===== src/rtl/stream_parity_pkg.sv =====
// Shared types and helpers for the streaming frame-parity accumulator.
package stream_parity_pkg;

  localparam logic EVEN = 1'b0;
  localparam logic ODD  = 1'b1;

  localparam int unsigned SAT_W = 32;

  typedef struct packed {
    logic valid;
    logic wp;
    logic last;
    logic odd;
  } s1_t;

  // Increment that sticks at max_val instead of wrapping.
  function automatic logic [SAT_W-1:0] sat_inc(input logic [SAT_W-1:0] cnt,
                                               input logic [SAT_W-1:0] max_val);
    sat_inc = (cnt >= max_val) ? cnt : cnt + SAT_W'(1);
  endfunction

endpackage


===== src/rtl/xor_reduce.sv =====
// Combinational XOR reduction of one data word to a single parity bit.
module xor_reduce #(
  parameter int unsigned WIDTH = 4
) (
  input  logic [WIDTH-1:0] data,
  output logic             parity_c
);

  assign parity_c = ^data;

endmodule


===== src/rtl/stream_parity_accum.sv =====
// Per-frame parity and saturating beat count over a valid/ready word stream.
// Optional expected-parity check enabled by defining STREAM_PARITY_CHECK_EN.
module stream_parity_accum
  import stream_parity_pkg::*;
#(
  parameter int unsigned WIDTH = 4,
  parameter int unsigned CNT_W = 8,
  parameter int unsigned PIPE  = 0
) (
  input  logic             clk,
  input  logic             rst_n,
  input  logic             in_valid,
  output logic             in_ready,
  input  logic [WIDTH-1:0] in_data,
  input  logic             in_last,
  input  logic             odd_mode,
`ifdef STREAM_PARITY_CHECK_EN
  input  logic             exp_parity,
  output logic             out_err,
  output logic             err_sticky,
`endif
  output logic             out_valid,
  input  logic             out_ready,
  output logic             out_parity,
  output logic [CNT_W-1:0] out_count
);

  localparam logic [SAT_W-1:0] CNT_MAX = SAT_W'({CNT_W{1'b1}});

  logic             wp_c;
  logic             proc_valid_c;
  logic             proc_wp_c;
  logic             proc_last_c;
  logic             proc_odd_c;
  logic             frame_par_c;
  logic [CNT_W-1:0] cnt_inc_c;

  logic             out_valid_q,  out_valid_d;
  logic             out_parity_q, out_parity_d;
  logic [CNT_W-1:0] out_count_q,  out_count_d;
  logic             acc_q,        acc_d;
  logic [CNT_W-1:0] cnt_q,        cnt_d;
`ifdef STREAM_PARITY_CHECK_EN
  logic             proc_exp_c;
  logic             out_err_q,    out_err_d;
  logic             err_sticky_q, err_sticky_d;
`endif

  xor_reduce #(.WIDTH(WIDTH)) u_xor_reduce (
    .data     (in_data),
    .parity_c (wp_c)
  );

  if (PIPE == 0) begin : g_comb
    assign in_ready     = !out_valid_q || out_ready;
    assign proc_valid_c = in_valid && in_ready;
    assign proc_wp_c    = wp_c;
    assign proc_last_c  = in_last;
    assign proc_odd_c   = odd_mode;
`ifdef STREAM_PARITY_CHECK_EN
    assign proc_exp_c   = exp_parity;
`endif
  end else begin : g_pipe
    s1_t  s1_q, s1_d;
    logic s1_drains_c;
`ifdef STREAM_PARITY_CHECK_EN
    logic s1_exp_q, s1_exp_d;
`endif

    // Only a completed frame can stall in s1, and only behind a held result.
    assign s1_drains_c  = !(s1_q.valid && s1_q.last && out_valid_q && !out_ready);
    assign in_ready     = !s1_q.valid || s1_drains_c;
    assign proc_valid_c = s1_q.valid && s1_drains_c;
    assign proc_wp_c    = s1_q.wp;
    assign proc_last_c  = s1_q.last;
    assign proc_odd_c   = s1_q.odd;

    // Unaccepted beats load zeros so idle data never reaches the accumulator.
    always_comb begin
      s1_d = s1_q;
      if (in_ready) begin
        s1_d.valid = in_valid;
        s1_d.wp    = in_valid & wp_c;
        s1_d.last  = in_valid & in_last;
        s1_d.odd   = in_valid & odd_mode;
      end
    end

    always_ff @(posedge clk or negedge rst_n) begin
      if (!rst_n) s1_q <= '0;
      else        s1_q <= s1_d;
    end

`ifdef STREAM_PARITY_CHECK_EN
    assign proc_exp_c = s1_exp_q;

    always_comb begin
      s1_exp_d = s1_exp_q;
      if (in_ready) s1_exp_d = in_valid & exp_parity;
    end

    always_ff @(posedge clk or negedge rst_n) begin
      if (!rst_n) s1_exp_q <= 1'b0;
      else        s1_exp_q <= s1_exp_d;
    end
`endif
  end

  assign cnt_inc_c   = CNT_W'(sat_inc(SAT_W'(cnt_q), CNT_MAX));
  assign frame_par_c = acc_q ^ proc_wp_c ^ (proc_odd_c == ODD);

  // Accumulate at the processing point; a last beat loads the output register.
  always_comb begin
    out_valid_d  = out_valid_q;
    out_parity_d = out_parity_q;
    out_count_d  = out_count_q;
    acc_d        = acc_q;
    cnt_d        = cnt_q;
`ifdef STREAM_PARITY_CHECK_EN
    out_err_d    = out_err_q;
    err_sticky_d = err_sticky_q | (out_valid_q & out_ready & out_err_q);
`endif

    if (out_valid_q && out_ready) out_valid_d = 1'b0;

    if (proc_valid_c) begin
      if (proc_last_c) begin
        out_valid_d  = 1'b1;
        out_parity_d = frame_par_c;
        out_count_d  = cnt_inc_c;
        acc_d        = 1'b0;
        cnt_d        = '0;
`ifdef STREAM_PARITY_CHECK_EN
        out_err_d    = frame_par_c ^ proc_exp_c;
`endif
      end else begin
        acc_d = acc_q ^ proc_wp_c;
        cnt_d = cnt_inc_c;
      end
    end
  end

  always_ff @(posedge clk or negedge rst_n) begin
    if (!rst_n) begin
      out_valid_q  <= 1'b0;
      out_parity_q <= 1'b0;
      out_count_q  <= '0;
      acc_q        <= 1'b0;
      cnt_q        <= '0;
`ifdef STREAM_PARITY_CHECK_EN
      out_err_q    <= 1'b0;
      err_sticky_q <= 1'b0;
`endif
    end else begin
      out_valid_q  <= out_valid_d;
      out_parity_q <= out_parity_d;
      out_count_q  <= out_count_d;
      acc_q        <= acc_d;
      cnt_q        <= cnt_d;
`ifdef STREAM_PARITY_CHECK_EN
      out_err_q    <= out_err_d;
      err_sticky_q <= err_sticky_d;
`endif
    end
  end

  assign out_valid  = out_valid_q;
  assign out_parity = out_parity_q;
  assign out_count  = out_count_q;
`ifdef STREAM_PARITY_CHECK_EN
  assign out_err    = out_err_q;
  assign err_sticky = err_sticky_q;
`endif

endmodule


===== config.mk =====
export PLATFORM = sky130hd
export DESIGN_NAME = stream_parity_accum
export DESIGN_NICKNAME = d
export VERILOG_FILES = /design/src/rtl/stream_parity_pkg.sv /design/src/rtl/xor_reduce.sv /design/src/rtl/stream_parity_accum.sv
export SDC_FILE = /design/constraint.sdc
export NUM_CORES = 1
export LEC_CHECK = 0
export ABC_CLOCK_PERIOD_IN_PS = 1650
export CORE_MARGIN = 2
export CORE_UTILIZATION = 45
export DETAILED_ROUTE_END_ITERATION = 7
export PLACE_DENSITY = 0.71
export SYNTH_ARGS = -nofsm -noshare
export SYNTH_HDL_FRONTEND = slang
export SYNTH_SLANG_ARGS = --single-unit

===== constraint.sdc =====
create_clock -name clk -period 1.65 [get_ports clk]
set_input_delay 0.33 -clock clk [delete_from_list [all_inputs] [get_ports clk]]
set_output_delay 0.33 -clock clk [all_outputs]
set_load 0.01 [all_outputs]

-- Word-level counts from Yosys, hierarchy flattened
Cells that the tools add are included.
- reduce and logical (&&, ||, !) cells: 6
- equal/unequal tests: 0
- mux-type cells: 6
- $mul: 0
- div/mod/pow operators: 0
- order comparisons: 1
- add/subtract/negate cells: 1
- bitwise logic cells: 2
- shifts and indexed selects: 0
- operator list (operator ; count):
    two-way mux 8 bit ; 2
    adder 8 x 1 -> 8 bit, second input constant ; 1
    >= comparator 8 bit, second input constant ; 1
    two-way mux 1 bit ; 4
    parity 4 bit ; 1
    logical AND 1 bit ; 2
    AND reduction 2 bit ; 1
    XOR 1 bit ; 2
    logical NOT 1 bit ; 1
    logical OR 1 bit ; 1
- memory bits (writable): 0
- bits in latches: 0
- word-level logic and storage cells: 21
- bits in read-only memories: 0
- memories kept: 0
- register bits after elaboration: 19
- input bits: 10
- output and inout bits: 11

-- Depth between registers and ports, before layout
- depth in word-level cells: 4
- depth in mapped cells: 6
- depth with buffers taken out: 5

-- Cells and area by module
Synthesis repeated with hierarchy kept, for this count alone.
- cells, all modules: 122
- area, all modules: 1116.1 um^2
- by module, submodules not included (module ; times used ; area each (um^2) ; cells an instance ; sequential area each (um^2)):
    stream_parity_accum ; 1 ; 1089.8 ; 119 ; 475.5
    xor_reduce ; 1 ; 26.3 ; 3 ; 0.0

-- Least setup slack after synthesis
OpenSTA, ideal clock, no wires.
- path type: register to register
- start: register cnt_q[0]
- end: register cnt_q[0]
- arrival: 1.295 ns
- setup slack: 0.229 ns
- data required time: 1.524 ns
- cell stages (with the launch flop): 6
- period minus slack after synthesis: 1.421 ns
- buffers on the path: 0
- library setup time: 0.126 ns
- path through: dfrtp_1 ha_1 nand2_1 nor3_4 nor4_1 a221o_1
- longest elaborated chain between the ends: 3
- elaborated cells between the ends (all ways): 4
- those cells by class: add/sub: 1; order compare: 1; mux: 2
- RTL lines (what ; line ; text):
    start, declared ; stream_parity_accum.sv:42 ; logic [CNT_W-1:0] cnt_q, cnt_d;
    start signal, assigned ; stream_parity_accum.sv:159 ; cnt_q <= cnt_d;
    adder 8 x 1 -> 8 bit / >= comparator 8 bit (equally long branches) ; stream_parity_pkg.sv:19 ; sat_inc = (cnt >= max_val) ? cnt : cnt + SAT_W'(1);
    two-way mux 8 bit * ; stream_parity_pkg.sv:19 ;
    two-way mux 8 bit * ; stream_parity_accum.sv:127 ; if (proc_last_c) begin
Every way passes the cells marked *; elsewhere a longest branch is shown, timed or not.
A chain may end at the register's enable or synchronous reset.

-- Final worst setup path
- start: register cnt_q[1]
- end: register cnt_q[0]
- longest elaborated chain between the ends: 3
- RTL lines (what ; line):
    >= comparator 8 bit ; stream_parity_pkg.sv:19
    two-way mux 8 bit ; stream_parity_pkg.sv:19
    two-way mux 8 bit ; stream_parity_accum.sv:127
Every way passes these cells.

==> run_results.csv <==
group,metric,value,unit
floorplanning,core_area,2212,um2
cells_and_area,fillCellCount,198,
place,portBuffers,20,
drt,vias,885,
setup_path,path_class,"reg -> reg",
drt,drt-initial-drc-count,5,
timing,finalMaxSlewViolations,0,
cells_and_area,syn_to_final_growth,32.90,%
hold_path,hp-class,"in -> async",
synthesis,synth_warnings,0,
setup_path,critPathLaunchType,"register",
setup_path,rr_worst_depth,5,
floorplanning,die_width,52.30,um
cells_and_area,drive_above_1_share,18.71,%
drt,ant_nets,0,
cells_and_area,seqCellArea,475.5,um2
drt,via_per_inst,5.299,
grt,grt-ovfl-total,0,
synthesis,synth_ff_type,"dfrtp_1",
grt,grt_max_degree,20,
synthesis,synth-edff-count,0,
drt,drtPass1Iterations,3,
clock_network,clk_latency,0.30,ns
clock_network,path_clk_slew,0.11,ns
pwr,power_density,802.5,nW/um2
pwr,leakagePower,0.6076,nW
synthesis,synthesis.area,1050,um2
floorplanning,die_area,2735,um2
job,drv_cap,0,
timing,hold_viol,0,
timing,fmax,635.4,MHz
clock_network,cts.path.max_buffers,2,
synthesis,synth_top_area_cell,"dfrtp_1",
synthesis,synthTopCellsByArea,"dfrtp_1, a21oi_1, nand2_1",
timing,finalWorstSetupSlack,0.07622,ns
floorplanning,initial_core_util,47.45,%
grt,grtUsageTotal,18.80,%
place,place_congestion,0.8582,
synthesis,synth_async_sr_flop_share,100.0,%
setup_path,cp-end-kind,"register",
synthesis,syn_area_per_cell,9.720,um2
timing,fin_crit_sh,95.38,%
place,dp_worst_setup_slack,-0.1072,ns
cells_and_area,diodes,0,
floorplanning,boundaryPins,21,
place,postPlaceCellArea,1353,um2
clock_network,numCtsBuffers,3,
grt,antenna_found_initial,0,
setup_path,crit_path_max_fanout,6,
pwr,ir_drop,865.7,uV
cells_and_area,fin_nets,151,
timing,fin_crit,1.574,ns
timing,fin_skew,0.009313,ns
drt,wl_per_cell,12.66,um
synthesis,syn-num-nets,119,
floorplanning,num_rows,17,
timing,relSlewSlack,80.71,%
grt,grt_pass1_wl,3712,um
cells_and_area,stdcell_area,1395,um2
cells_and_area,fin_util,63.07,%
setup_path,critPathSlowestCell,"dfrtp_1",
drt,routed_wl,2115,um
synthesis,ys_seq_area_share,45.29,%
grt,first_global_vias,840,
outcome,outcome,"finished, final reports clean",
clock_network,clock-sinks,19,
clock_network,cts_tree,"built",
synthesis,synth_cell_type_count,39,
synthesis,syn_inst,108,
timing,tightest_slew,0.2885,ns
timing,setup_viol,0,
synthesis,ys_ff_latch,19,
synthesis,synth_top_cell_area_share,45.29,%
floorplanning,die_h,52.30,um
drt,drc,0,
clock_network,cts_root_buf,"clkbuf_4",
setup_path,path_cells,"ha_2, nand2_1, nor3_4, nor4_1, a221o_1",
setup_path,critPathRequiredTime,1.84,ns
clock_network,htreeDepth,1,
place,hpwl,1652,um
setup_path,worst_path_largest_cell_delay,0.41,ns
setup_path,worstPathArrival,1.76,ns
cells_and_area,multiInputGateArea,551.8,um2
-- worst paths after layout --
check                                               from                  endpoint  slack [ns]
worst max-delay path                cnt_q[1]$_DFFE_PN0P_      cnt_q[0]$_DFFE_PN0P_        0.08
worst min-delay path                               rst_n      cnt_q[2]$_DFFE_PN0P_        0.34
worst max register to register      cnt_q[1]$_DFFE_PN0P_      cnt_q[0]$_DFFE_PN0P_        0.08
worst min register to register  out_count[5]$_DFFE_PN0P_  out_count[5]$_DFFE_PN0P_        0.49
max in group asynchronous                          rst_n  out_count[0]$_DFFE_PN0P_        1.10
min in group clk                out_count[5]$_DFFE_PN0P_  out_count[5]$_DFFE_PN0P_        0.49
-- metal layers --
layer / vias to the layer above / global-route usage [%] / share of wire [%]
li1: 452 / - / -
met1: 417 / 23.91 / 47
met2: 12 / 30.63 / 48
met3: 4 / 2.571 / 2.3
met4: 0 / 10.26 / 2.4
met5: - / 0 / 0
-- cell usage after synthesis, types with 2 or more instances --
cell,count
nand3_1,2
o21ai_1,2
o31ai_2,2
xor2_1,3
buf_2,4
and3_4,2
nand2_1,12
nand2b_1,3
nor2b_1,2
a221o_1,2
nor2_1,8
dfrtp_1,19
xnor2_1,3
a21oi_1,10
o21ai_0,6
and3_1,5
-- state kept, by name, summed over array words and instances, names as in the netlist --
name        count
cnt_q           8
acc_q           1
out_count       8
out_valid       1
out_parity      1
-- worst max-delay path, delay by kind of cell (launching register included) --
| kind | cells | cell delay (ns) |
|---|---|---|
| and+or+nand+nor | 3 | 0.55 |
| DFF | 1 | 0.41 |
| adders and majority gates | 1 | 0.24 |
| AOI/OAI and AO/OA | 1 | 0.26 |
-- area by class of cell --
| cell class | count | area share, % |
|---|---|---|
| timing repair buffer | 32 | 21.61 |
| clock buffer | 3 | 1.614 |
| sequential | 19 | 34.08 |
| clock inverter | 1 | 0.3587 |
| multi-input combinational | 83 | 39.55 |
| inverter | 1 | 0.2691 |
| tap | 28 | 2.511 |
-- cells in the final DEF, fill, tap and decap left out, types with 3 or more instances in the layout --
| cell type | count |
|---|---|
| nand2_1 | 12 |
| nor2_1 | 8 |
| xor2_1 | 3 |
| a21oi_1 | 10 |
| o21ai_0 | 6 |
| xnor2_1 | 3 |
| clkbuf_4 | 3 |
| clkdlybuf4s50_1 | 19 |
| and3_1 | 5 |
| nand2b_1 | 3 |
| dfrtp_1 | 19 |
| buf_4 | 11 |
-- through the flow --
step	total power [mW]	setup TNS (ns)	instances	hold WS, ns
floorplan	0.7215	0	108	0.03441
global placement	0.8730	-0.3876	162	0.4610
detailed placement	0.8850	-0.5887	162	0.4679
CTS	1.128	0	166	0.3393
global route	1.198	-0.02309	167	0.3631
finish	1.120	0	167	0.3396
-- report_power, final --
part           leakage (nW)  internal [mW]  switching (mW)  total [mW]
combinational         0.336          0.183           0.135       0.319
clock                0.0177         0.0905           0.149       0.239
sequential            0.254          0.520          0.0410       0.561
-- what timing repair did --
action	4_1_cts	5_1_grt
buffers inserted	0	1
endpoints found under the setup margin	1	2
hold buffers	0	0
gates cloned	0	0
pin swaps	0	1
resized for setup	1	2
-- cells by family (layout without fill, tap and decap cells) --
logic type	count (synthesis)	after routing	share of synthesized area (%)
fa+ha+maj	1	1	1.192
compound gates	30	30	19.07
flops	19	19	45.29
simple gates	45	45	25.51
mux	1	1	0.9536
buf+inv	6	37	2.980
xor+xnor	6	6	5.007
(Power assumes the default switching activity.)
